$ cat config.mk
export PLATFORM = sky130hd
export DESIGN_NAME = dataflow_perf_profiler
export DESIGN_NICKNAME = d
export VERILOG_FILES = /design/src/rtl/dataflow_perf_profiler.sv
export SDC_FILE = /design/constraint.sdc
export NUM_CORES = 2
export LEC_CHECK = 0
export BUFFER_PORTS_ARGS = -buffer_cell sky130_fd_sc_hd__buf_4
export CORE_UTILIZATION = 45
export DETAILED_ROUTE_END_ITERATION = 6
export GPL_TIMING_DRIVEN = 0
export SKIP_LAST_GASP = 1
export SYNTH_ARGS = -nofsm -noshare
export SYNTH_HDL_FRONTEND = slang
export SYNTH_SLANG_ARGS = --single-unit
$ cat constraint.sdc
create_clock -name clock_i -period 5.9 [get_ports clock_i]
set_clock_uncertainty 0.15 [all_clocks]
set_input_delay 1.18 -clock clock_i [delete_from_list [all_inputs] [get_ports clock_i]]
set_output_delay 1.18 -clock clock_i [all_outputs]
set_load 0.01 [all_outputs]
$ cat src/rtl/dataflow_perf_profiler.sv
// dataflow_perf_profiler
// ----------------------
// Run-time profiler for HLS ap_ctrl_hs / ap_ctrl_chain sub-blocks and
// pipelined loops. Each of NUM_CH channels follows one sub-block's
// start/done/continue handshake and counts transactions, latency
// (last/min/max), loop iterations, stall cycles and active cycles.
// Statistics are read back through a registered, 1-cycle-latency port.
//
// Optional feature: define DATAFLOW_PERF_PROFILER_HIST_EN to add a
// four-bin latency histogram per channel (rd_sel 8..11).
//
// Ports:
//   clock_i         sole clock
//   reset_i         synchronous, active-high reset
//   finish_i        end-of-run; sticky freeze of all statistics
//   clr_i           synchronous clear of all statistics (FSMs unaffected)
//   ch_start_i      per-channel ap_start
//   ch_ready_i      per-channel ap_ready (reported in the status word only)
//   ch_done_i       per-channel ap_done
//   ch_continue_i   per-channel ap_continue (tie high for ap_ctrl_hs)
//   iter_end_i      per-channel loop iteration completed this cycle
//   stall_i         per-channel loop pipeline stalled this cycle
//   rd_en_i         read request
//   rd_ch_i         channel select
//   rd_sel_i        statistic select
//   rd_data_o       read data (holds its last value between reads)
//   rd_valid_o      read data valid, one cycle after rd_en_i
//   busy_mask_o     channel is running or waiting for continue
//   ovf_mask_o      sticky: a counter of this channel saturated
//   frozen_o        finish has been seen

module dataflow_perf_profiler #(
    parameter int unsigned NUM_CH  = 4,
    parameter int unsigned CNT_W   = 32,
    parameter int unsigned CH_W    = 4,
    parameter int unsigned HIST_T0 = 16,
    parameter int unsigned HIST_T1 = 64,
    parameter int unsigned HIST_T2 = 256
) (
    input  logic              clock_i,
    input  logic              reset_i,
    input  logic              finish_i,
    input  logic              clr_i,
    input  logic [NUM_CH-1:0] ch_start_i,
    input  logic [NUM_CH-1:0] ch_ready_i,
    input  logic [NUM_CH-1:0] ch_done_i,
    input  logic [NUM_CH-1:0] ch_continue_i,
    input  logic [NUM_CH-1:0] iter_end_i,
    input  logic [NUM_CH-1:0] stall_i,
    input  logic              rd_en_i,
    input  logic [CH_W-1:0]   rd_ch_i,
    input  logic [3:0]        rd_sel_i,
    output logic [CNT_W-1:0]  rd_data_o,
    output logic              rd_valid_o,
    output logic [NUM_CH-1:0] busy_mask_o,
    output logic [NUM_CH-1:0] ovf_mask_o,
    output logic              frozen_o
);

    if (NUM_CH < 1 || NUM_CH > 16 || (64'd1 << CH_W) < 64'(NUM_CH) ||
        HIST_T0 > HIST_T1 || HIST_T1 > HIST_T2) begin : g_bad_cfg
        $error("dataflow_perf_profiler: invalid parameter set");
    end

    typedef enum logic [1:0] {
        S_IDLE = 2'd0,
        S_RUN  = 2'd1,
        S_WAIT = 2'd2
    } state_e;

    localparam logic [CNT_W-1:0] CNT_MAX = '1;

    function automatic logic [CNT_W-1:0] sat_inc(input logic [CNT_W-1:0] v,
                                                input logic             en);
        return (en && (v != CNT_MAX)) ? v + CNT_W'(1) : v;
    endfunction

    // True when an increment is requested on a counter already at its limit.
    function automatic logic sat_hit(input logic [CNT_W-1:0] v, input logic en);
        return en && (v == CNT_MAX);
    endfunction

`ifdef DATAFLOW_PERF_PROFILER_HIST_EN
    function automatic logic [1:0] lat_bin(input logic [CNT_W-1:0] lat);
        if (64'(lat) <= 64'(HIST_T0)) return 2'd0;
        if (64'(lat) <= 64'(HIST_T1)) return 2'd1;
        if (64'(lat) <= 64'(HIST_T2)) return 2'd2;
        return 2'd3;
    endfunction
`endif

    // ------------------------------------------------------------------
    // Per-channel handshake FSMs
    // ------------------------------------------------------------------
    state_e            state_q   [NUM_CH];
    state_e            state_d   [NUM_CH];
    logic [CNT_W-1:0]  lat_run_q [NUM_CH];
    logic [CNT_W-1:0]  lat_run_d [NUM_CH];
    logic [CNT_W-1:0]  lat_now   [NUM_CH];
    logic [NUM_CH-1:0] busy;
    logic [NUM_CH-1:0] complete;

    // The start cycle already counts as busy and as the first latency
    // cycle, so a start seen in IDLE is treated as the first RUN cycle.
    always_comb begin : fsm_comb
        for (int unsigned c = 0; c < NUM_CH; c++) begin
            state_d[c]   = state_q[c];
            lat_run_d[c] = lat_run_q[c];
            lat_now[c]   = sat_inc(lat_run_q[c], 1'b1);
            busy[c]      = 1'b0;
            complete[c]  = 1'b0;
            case (state_q[c])
                S_IDLE: begin
                    if (ch_start_i[c]) begin
                        busy[c]      = 1'b1;
                        lat_run_d[c] = CNT_W'(1);
                        lat_now[c]   = CNT_W'(1);
                        if (ch_done_i[c]) begin
                            complete[c] = 1'b1;
                            state_d[c]  = ch_continue_i[c] ? S_IDLE : S_WAIT;
                        end else begin
                            state_d[c]  = S_RUN;
                        end
                    end
                end
                S_RUN: begin
                    busy[c]      = 1'b1;
                    lat_run_d[c] = sat_inc(lat_run_q[c], 1'b1);
                    if (ch_done_i[c]) begin
                        complete[c] = 1'b1;
                        state_d[c]  = ch_continue_i[c] ? S_IDLE : S_WAIT;
                    end
                end
                S_WAIT: begin
                    busy[c] = 1'b1;
                    if (ch_continue_i[c]) begin
                        state_d[c] = S_IDLE;
                    end
                end
                default: state_d[c] = S_IDLE;
            endcase
        end
    end

    // ------------------------------------------------------------------
    // Statistics
    // ------------------------------------------------------------------
    logic              frozen_q;
    logic              upd;
    logic [NUM_CH-1:0] ovf_q,  ovf_d;
    logic [CNT_W-1:0]  txn_q   [NUM_CH], txn_d   [NUM_CH];
    logic [CNT_W-1:0]  last_q  [NUM_CH], last_d  [NUM_CH];
    logic [CNT_W-1:0]  minl_q  [NUM_CH], minl_d  [NUM_CH];
    logic [CNT_W-1:0]  maxl_q  [NUM_CH], maxl_d  [NUM_CH];
    logic [CNT_W-1:0]  iter_q  [NUM_CH], iter_d  [NUM_CH];
    logic [CNT_W-1:0]  stall_q [NUM_CH], stall_d [NUM_CH];
    logic [CNT_W-1:0]  act_q   [NUM_CH], act_d   [NUM_CH];
`ifdef DATAFLOW_PERF_PROFILER_HIST_EN
    logic [CNT_W-1:0]  hist_q  [NUM_CH][4];
    logic [CNT_W-1:0]  hist_d  [NUM_CH][4];
`endif

    // Anything happening in the finish cycle itself is already discarded.
    assign upd = ~(frozen_q | finish_i);

    always_comb begin : stat_comb
        for (int unsigned c = 0; c < NUM_CH; c++) begin
            txn_d[c]   = txn_q[c];
            last_d[c]  = last_q[c];
            minl_d[c]  = minl_q[c];
            maxl_d[c]  = maxl_q[c];
            iter_d[c]  = iter_q[c];
            stall_d[c] = stall_q[c];
            act_d[c]   = act_q[c];
            ovf_d[c]   = ovf_q[c];
`ifdef DATAFLOW_PERF_PROFILER_HIST_EN
            for (int unsigned b = 0; b < 4; b++) begin
                hist_d[c][b] = hist_q[c][b];
            end
`endif
            if (clr_i) begin
                txn_d[c]   = '0;
                last_d[c]  = '0;
                minl_d[c]  = '1;
                maxl_d[c]  = '0;
                iter_d[c]  = '0;
                stall_d[c] = '0;
                act_d[c]   = '0;
                ovf_d[c]   = 1'b0;
`ifdef DATAFLOW_PERF_PROFILER_HIST_EN
                for (int unsigned b = 0; b < 4; b++) begin
                    hist_d[c][b] = '0;
                end
`endif
            end else if (upd) begin
                txn_d[c]   = sat_inc(txn_q[c],   complete[c]);
                iter_d[c]  = sat_inc(iter_q[c],  iter_end_i[c]);
                stall_d[c] = sat_inc(stall_q[c], stall_i[c]);
                act_d[c]   = sat_inc(act_q[c],   busy[c]);
                ovf_d[c]   = ovf_q[c]
                           | sat_hit(txn_q[c],   complete[c])
                           | sat_hit(iter_q[c],  iter_end_i[c])
                           | sat_hit(stall_q[c], stall_i[c])
                           | sat_hit(act_q[c],   busy[c]);
                if (complete[c]) begin
                    last_d[c] = lat_now[c];
                    if (lat_now[c] < minl_q[c]) minl_d[c] = lat_now[c];
                    if (lat_now[c] > maxl_q[c]) maxl_d[c] = lat_now[c];
                end
`ifdef DATAFLOW_PERF_PROFILER_HIST_EN
                for (int unsigned b = 0; b < 4; b++) begin
                    hist_d[c][b] = sat_inc(hist_q[c][b],
                                           complete[c] && (lat_bin(lat_now[c]) == 2'(b)));
                    ovf_d[c]     = ovf_d[c] |
                                   sat_hit(hist_q[c][b],
                                           complete[c] && (lat_bin(lat_now[c]) == 2'(b)));
                end
`endif
            end
        end
    end

    // ------------------------------------------------------------------
    // Read multiplexer: sees register contents before this cycle's update
    // ------------------------------------------------------------------
    logic [CNT_W-1:0] rd_mux;
    logic [CNT_W+4:0] status_w;
    logic [CNT_W-1:0] rd_data_q;
    logic             rd_valid_q;

    // Unmatched channel numbers leave rd_mux at zero.
    always_comb begin : rd_comb
        rd_mux   = '0;
        status_w = '0;
        for (int unsigned c = 0; c < NUM_CH; c++) begin
            if (rd_ch_i == CH_W'(c)) begin
                status_w      = '0;
                status_w[4:0] = {frozen_q, ovf_q[c], ch_ready_i[c], state_q[c]};
                case (rd_sel_i)
                    4'd0:    rd_mux = txn_q[c];
                    4'd1:    rd_mux = last_q[c];
                    4'd2:    rd_mux = minl_q[c];
                    4'd3:    rd_mux = maxl_q[c];
                    4'd4:    rd_mux = iter_q[c];
                    4'd5:    rd_mux = stall_q[c];
                    4'd6:    rd_mux = act_q[c];
                    4'd7:    rd_mux = status_w[CNT_W-1:0];
`ifdef DATAFLOW_PERF_PROFILER_HIST_EN
                    4'd8, 4'd9, 4'd10, 4'd11:
                             rd_mux = hist_q[c][rd_sel_i[1:0]];
`endif
                    default: rd_mux = '0;
                endcase
            end
        end
    end

    // ------------------------------------------------------------------
    // State registers
    // ------------------------------------------------------------------
    always_ff @(posedge clock_i) begin
        if (reset_i) begin
            frozen_q   <= 1'b0;
            ovf_q      <= '0;
            rd_valid_q <= 1'b0;
            rd_data_q  <= '0;
            for (int unsigned c = 0; c < NUM_CH; c++) begin
                state_q[c]   <= S_IDLE;
                lat_run_q[c] <= '0;
                txn_q[c]     <= '0;
                last_q[c]    <= '0;
                minl_q[c]    <= '1;
                maxl_q[c]    <= '0;
                iter_q[c]    <= '0;
                stall_q[c]   <= '0;
                act_q[c]     <= '0;
`ifdef DATAFLOW_PERF_PROFILER_HIST_EN
                for (int unsigned b = 0; b < 4; b++) begin
                    hist_q[c][b] <= '0;
                end
`endif
            end
        end else begin
            frozen_q   <= frozen_q | finish_i;
            ovf_q      <= ovf_d;
            rd_valid_q <= rd_en_i;
            if (rd_en_i) begin
                rd_data_q <= rd_mux;
            end
            for (int unsigned c = 0; c < NUM_CH; c++) begin
                state_q[c]   <= state_d[c];
                lat_run_q[c] <= lat_run_d[c];
                txn_q[c]     <= txn_d[c];
                last_q[c]    <= last_d[c];
                minl_q[c]    <= minl_d[c];
                maxl_q[c]    <= maxl_d[c];
                iter_q[c]    <= iter_d[c];
                stall_q[c]   <= stall_d[c];
                act_q[c]     <= act_d[c];
`ifdef DATAFLOW_PERF_PROFILER_HIST_EN
                for (int unsigned b = 0; b < 4; b++) begin
                    hist_q[c][b] <= hist_d[c][b];
                end
`endif
            end
        end
    end

    assign rd_data_o   = rd_data_q;
    assign rd_valid_o  = rd_valid_q;
    assign busy_mask_o = busy & {NUM_CH{~reset_i}};
    assign ovf_mask_o  = ovf_q;
    assign frozen_o    = frozen_q;

endmodule

==> run metrics <==
Post-Syn Instances about 7700; first-pass GRT wire length slightly below 400000 µm; Hold Crit Class reg -> reg; DP Cell Count 9578; GRT overflow 0; worst endpoint required time about 6.4 ns; DRT Pass-1 Iters 7; Final Util between 50% and 60%; initial drt markers 8915; worst hold path depth 2; Overall Power between 0.015 and 0.02 W; WL final 274000 µm; R2R Setup Slk between 0.07 and 0.08 ns; PortBufs 75; syn nets roughly 8100; CTS tree built; die width between 300 and 400 µm; I/O Pins between 70 and 80; CTS Buffer Depth 3; Vias 63126; FP Rows approximately 130; status finished with violations; area occupied by multi-input gates approximately 36000 µm²; Placeable Area about 130000 µm²; f_max around 0.17 GHz; slew margin rel. -12.5%; Root Buffer clkbuf_16; R2R depth 15; final hold vios 0; DR vias/cell about 6.4; Max VDD drop around 0.25 mV; Num CTS Buffers 130; sequential area share after synthesis roughly a third; minimum clock period approximately 6 ns; P_leak ~24 nW; Slew Limit Fails 33; drt wl/cell 27.9 µm; die height 369 µm; Slew @ Worst Pin about 1.7 ns; vias in the first global route around 57000; Worst setup EP type flip-flop; Total Routing Usage GR approximately two fifths; Clk pin slew, worst setup/hold paths roughly 0.060 ns; Area growth, synth to finish 12.6%; die area ~140000 µm²; Seq cells post-synth 1070; Synth async-reset ratio 0%; HPWL after detailed placement 213000 µm; Clock Sinks 1070; final hold slack roughly 0.31 ns; initial antenna violation count 26; Post-Syn Area about 61000 µm²; Most used DFF post-synth dfxtp_1; largest net degree at the start of global routing 17; critical path launch point type flip-flop; PwrDens 249 nW/µm²; endpoints failing setup 0; fill count about 13000; non-filler cells, final roughly 10000; mean post-synth cell area about 7.9 µm²; count of cell types in the netlist 90; Starting Density about 45%; arrival time worst endpoint 6.33 ns; crit-path max FO 10; H-tree depth 4; number of synthesized flops with an enable pin 0; NumNets Final a little over 8000; sequential cell area roughly 21000 µm²; # DRC 60; Ys Warns 0; fin crit share 98.8%; CP Class reg -> reg; maxcap violations 3; Clock Latency Late Sink ~0.80 ns; failing checks DRC, capacitance limit, slew limit; layout cells sized above 1 5.74%; Detail Route Antenna Nets 0; final RePlAce weighted congestion about 1.1
[cells in the mapped netlist, types with 27 or more instances]
master	number	area, µm²
dfxtp_1	1070	21400
nor2_1	886	3330
nand2_1	702	2640
a21oi_1	538	2690
nand3_1	436	2180
clkbuf_1	426	1600
inv_1	360	1350
o21ai_0	355	1780
nand4_1	291	1820
ha_1	288	3600
xnor2_1	220	1930
xor2_1	217	1900
a22oi_1	197	1480
nor3_1	191	956
or3_1	138	863
mux2i_1	133	1330
and4_1	108	946
o211ai_1	97	728
a31oi_1	94	588
o31ai_1	89	668
and3_1	87	544
a221oi_1	77	674
a22o_1	75	657
nor4_1	65	407
or4_1	65	488
a222oi_1	62	621
and2_1	59	369
nand2b_1	36	225
a211oi_1	33	248
a21o_1	30	225
a32o_1	27	270
[timing repair]
item                       4_1_cts  5_1_grt
setup buffers                    1        9
setup endpoints to repair       84      218
pin swaps                        0        6
gates resized for setup         26       58
gates cloned                     0        0
hold buffers                     0        0
[final timing paths]
check	from	endpoint
setup reg to reg	state_q[0][1]	maxl_q[0][30]
hold reg to reg	last_q[2][5]	last_q[2][5]
setup / recovery	state_q[0][1]	maxl_q[0][30]
hold / removal	last_q[2][5]	last_q[2][5]
[flip-flops by register name, indices dropped and copies added, names as in the netlist]
| register | flops |
|---|---|
| stall_q | 128 |
| rd_valid_o | 1 |
| last_q | 128 |
| lat_run_q | 128 |
| txn_q | 128 |
| rd_data_o | 32 |
| minl_q | 128 |
| maxl_q | 128 |
| state_q | 8 |
| frozen_o | 1 |
| ovf_mask_o | 4 |
| iter_q | 128 |
| act_q | 128 |
[worst max-delay path: stages, from the launching register on]
cell,delay (ns)
dfxtp_1,0.64
inv_1,0.14
ha_1,0.27
and2_1,0.21
clkbuf_2,0.28
clkbuf_1,0.44
a21oi_1,0.73
ha_1,0.38
a21oi_1,0.18
nor4_1,0.07
a2111oi_0,0.51
a31oi_1,0.31
o211ai_1,0.56
clkbuf_2,0.48
mux2i_1,0.24
nor2_1,0.05
[layer usage]
layer / vias up / share of wire (%) / global-route usage [%]
met5: - / 0.060 / 0
met4: 26 / 6.4 / 21.5
met3: 738 / 12 / 10.6
met2: 3494 / 41 / 56.2
met1: 30305 / 41 / 52.1
li1: 28563 / - / -
[power by group]
part,switching (W),internal (W),leakage (nW)
combinational,0.000983,0.000279,13.1
clock,0.00345,0.00493,2.14
sequential,0.0000697,0.00727,8.63
total,0.00451,0.0125,23.8
[final cells by class]
type                            instances  share of cell area [%]
Timing Repair Buffer                   94                    1.10
Clock inverter                         36                   0.716
Inverter                              360                    1.98
Tap cell                             1768                    3.24
Multi-Input combinational cell       5806                    53.0
Buffer                                491                    2.91
Antenna cell                            3                  0.0110
Sequential cell                      1070                    31.4
Clock buffer                          192                    5.65
[logic make-up after synthesis]
family                   after synthesis  share of synthesized area [%]
multiplexers                         134                           2.21
AND/OR/NAND/NOR                     3157                           25.6
flip-flops                          1070                           35.3
adder cells (fa/ha/maj)              288                           5.94
buffers and inverters                852                           5.44
XOR/XNOR                             437                           6.31
AO/OA/AOI/OAI                       1790                           19.2
[through the flow]
step / setup slack, ns / setup TNS (ns) / instance area (µm²)
floorplan: 1.29 / 0 / 60700
global placement: -0.679 / -50.17 / 63500
detailed placement: -0.772 / -44.16 / 63600
CTS: 0.00850 / 0 / 68100
global route: -0.0151 / -0.0386 / 68300
finish: 0.0727 / 0 / 68300
[cell usage in the layout (no fill, tap or decap), types with 26 or more instances in the layout]
master	synthesis	routed
buf_2	25	28
nor4_1	65	63
nor3_1	191	188
clkbuf_16	0	135
o21ai_0	355	353
o211ai_1	97	97
a22oi_1	197	197
a21o_1	30	30
or4_1	65	65
nand2b_1	36	36
clkbuf_8	0	27
a222oi_1	62	62
a22o_1	75	75
o31ai_1	89	89
or3_1	138	137
nor2_1	886	883
xor2_1	217	217
xnor2_1	220	220
nand4_1	291	291
buf_4	5	92
nand2_1	702	702
clkbuf_1	426	426
a221oi_1	77	77
inv_1	360	360
clkbuf_2	3	32
dfxtp_1	1070	1070
mux2i_1	133	121
a32o_1	27	27
a31oi_1	94	93
a211oi_1	33	32
and3_1	87	87
nand3_1	436	436
buf_1	26	26
ha_1	288	288
and2_1	59	58
a21oi_1	538	519
and4_1	108	108
Note: power is estimated with default switching activity, not from simulation.
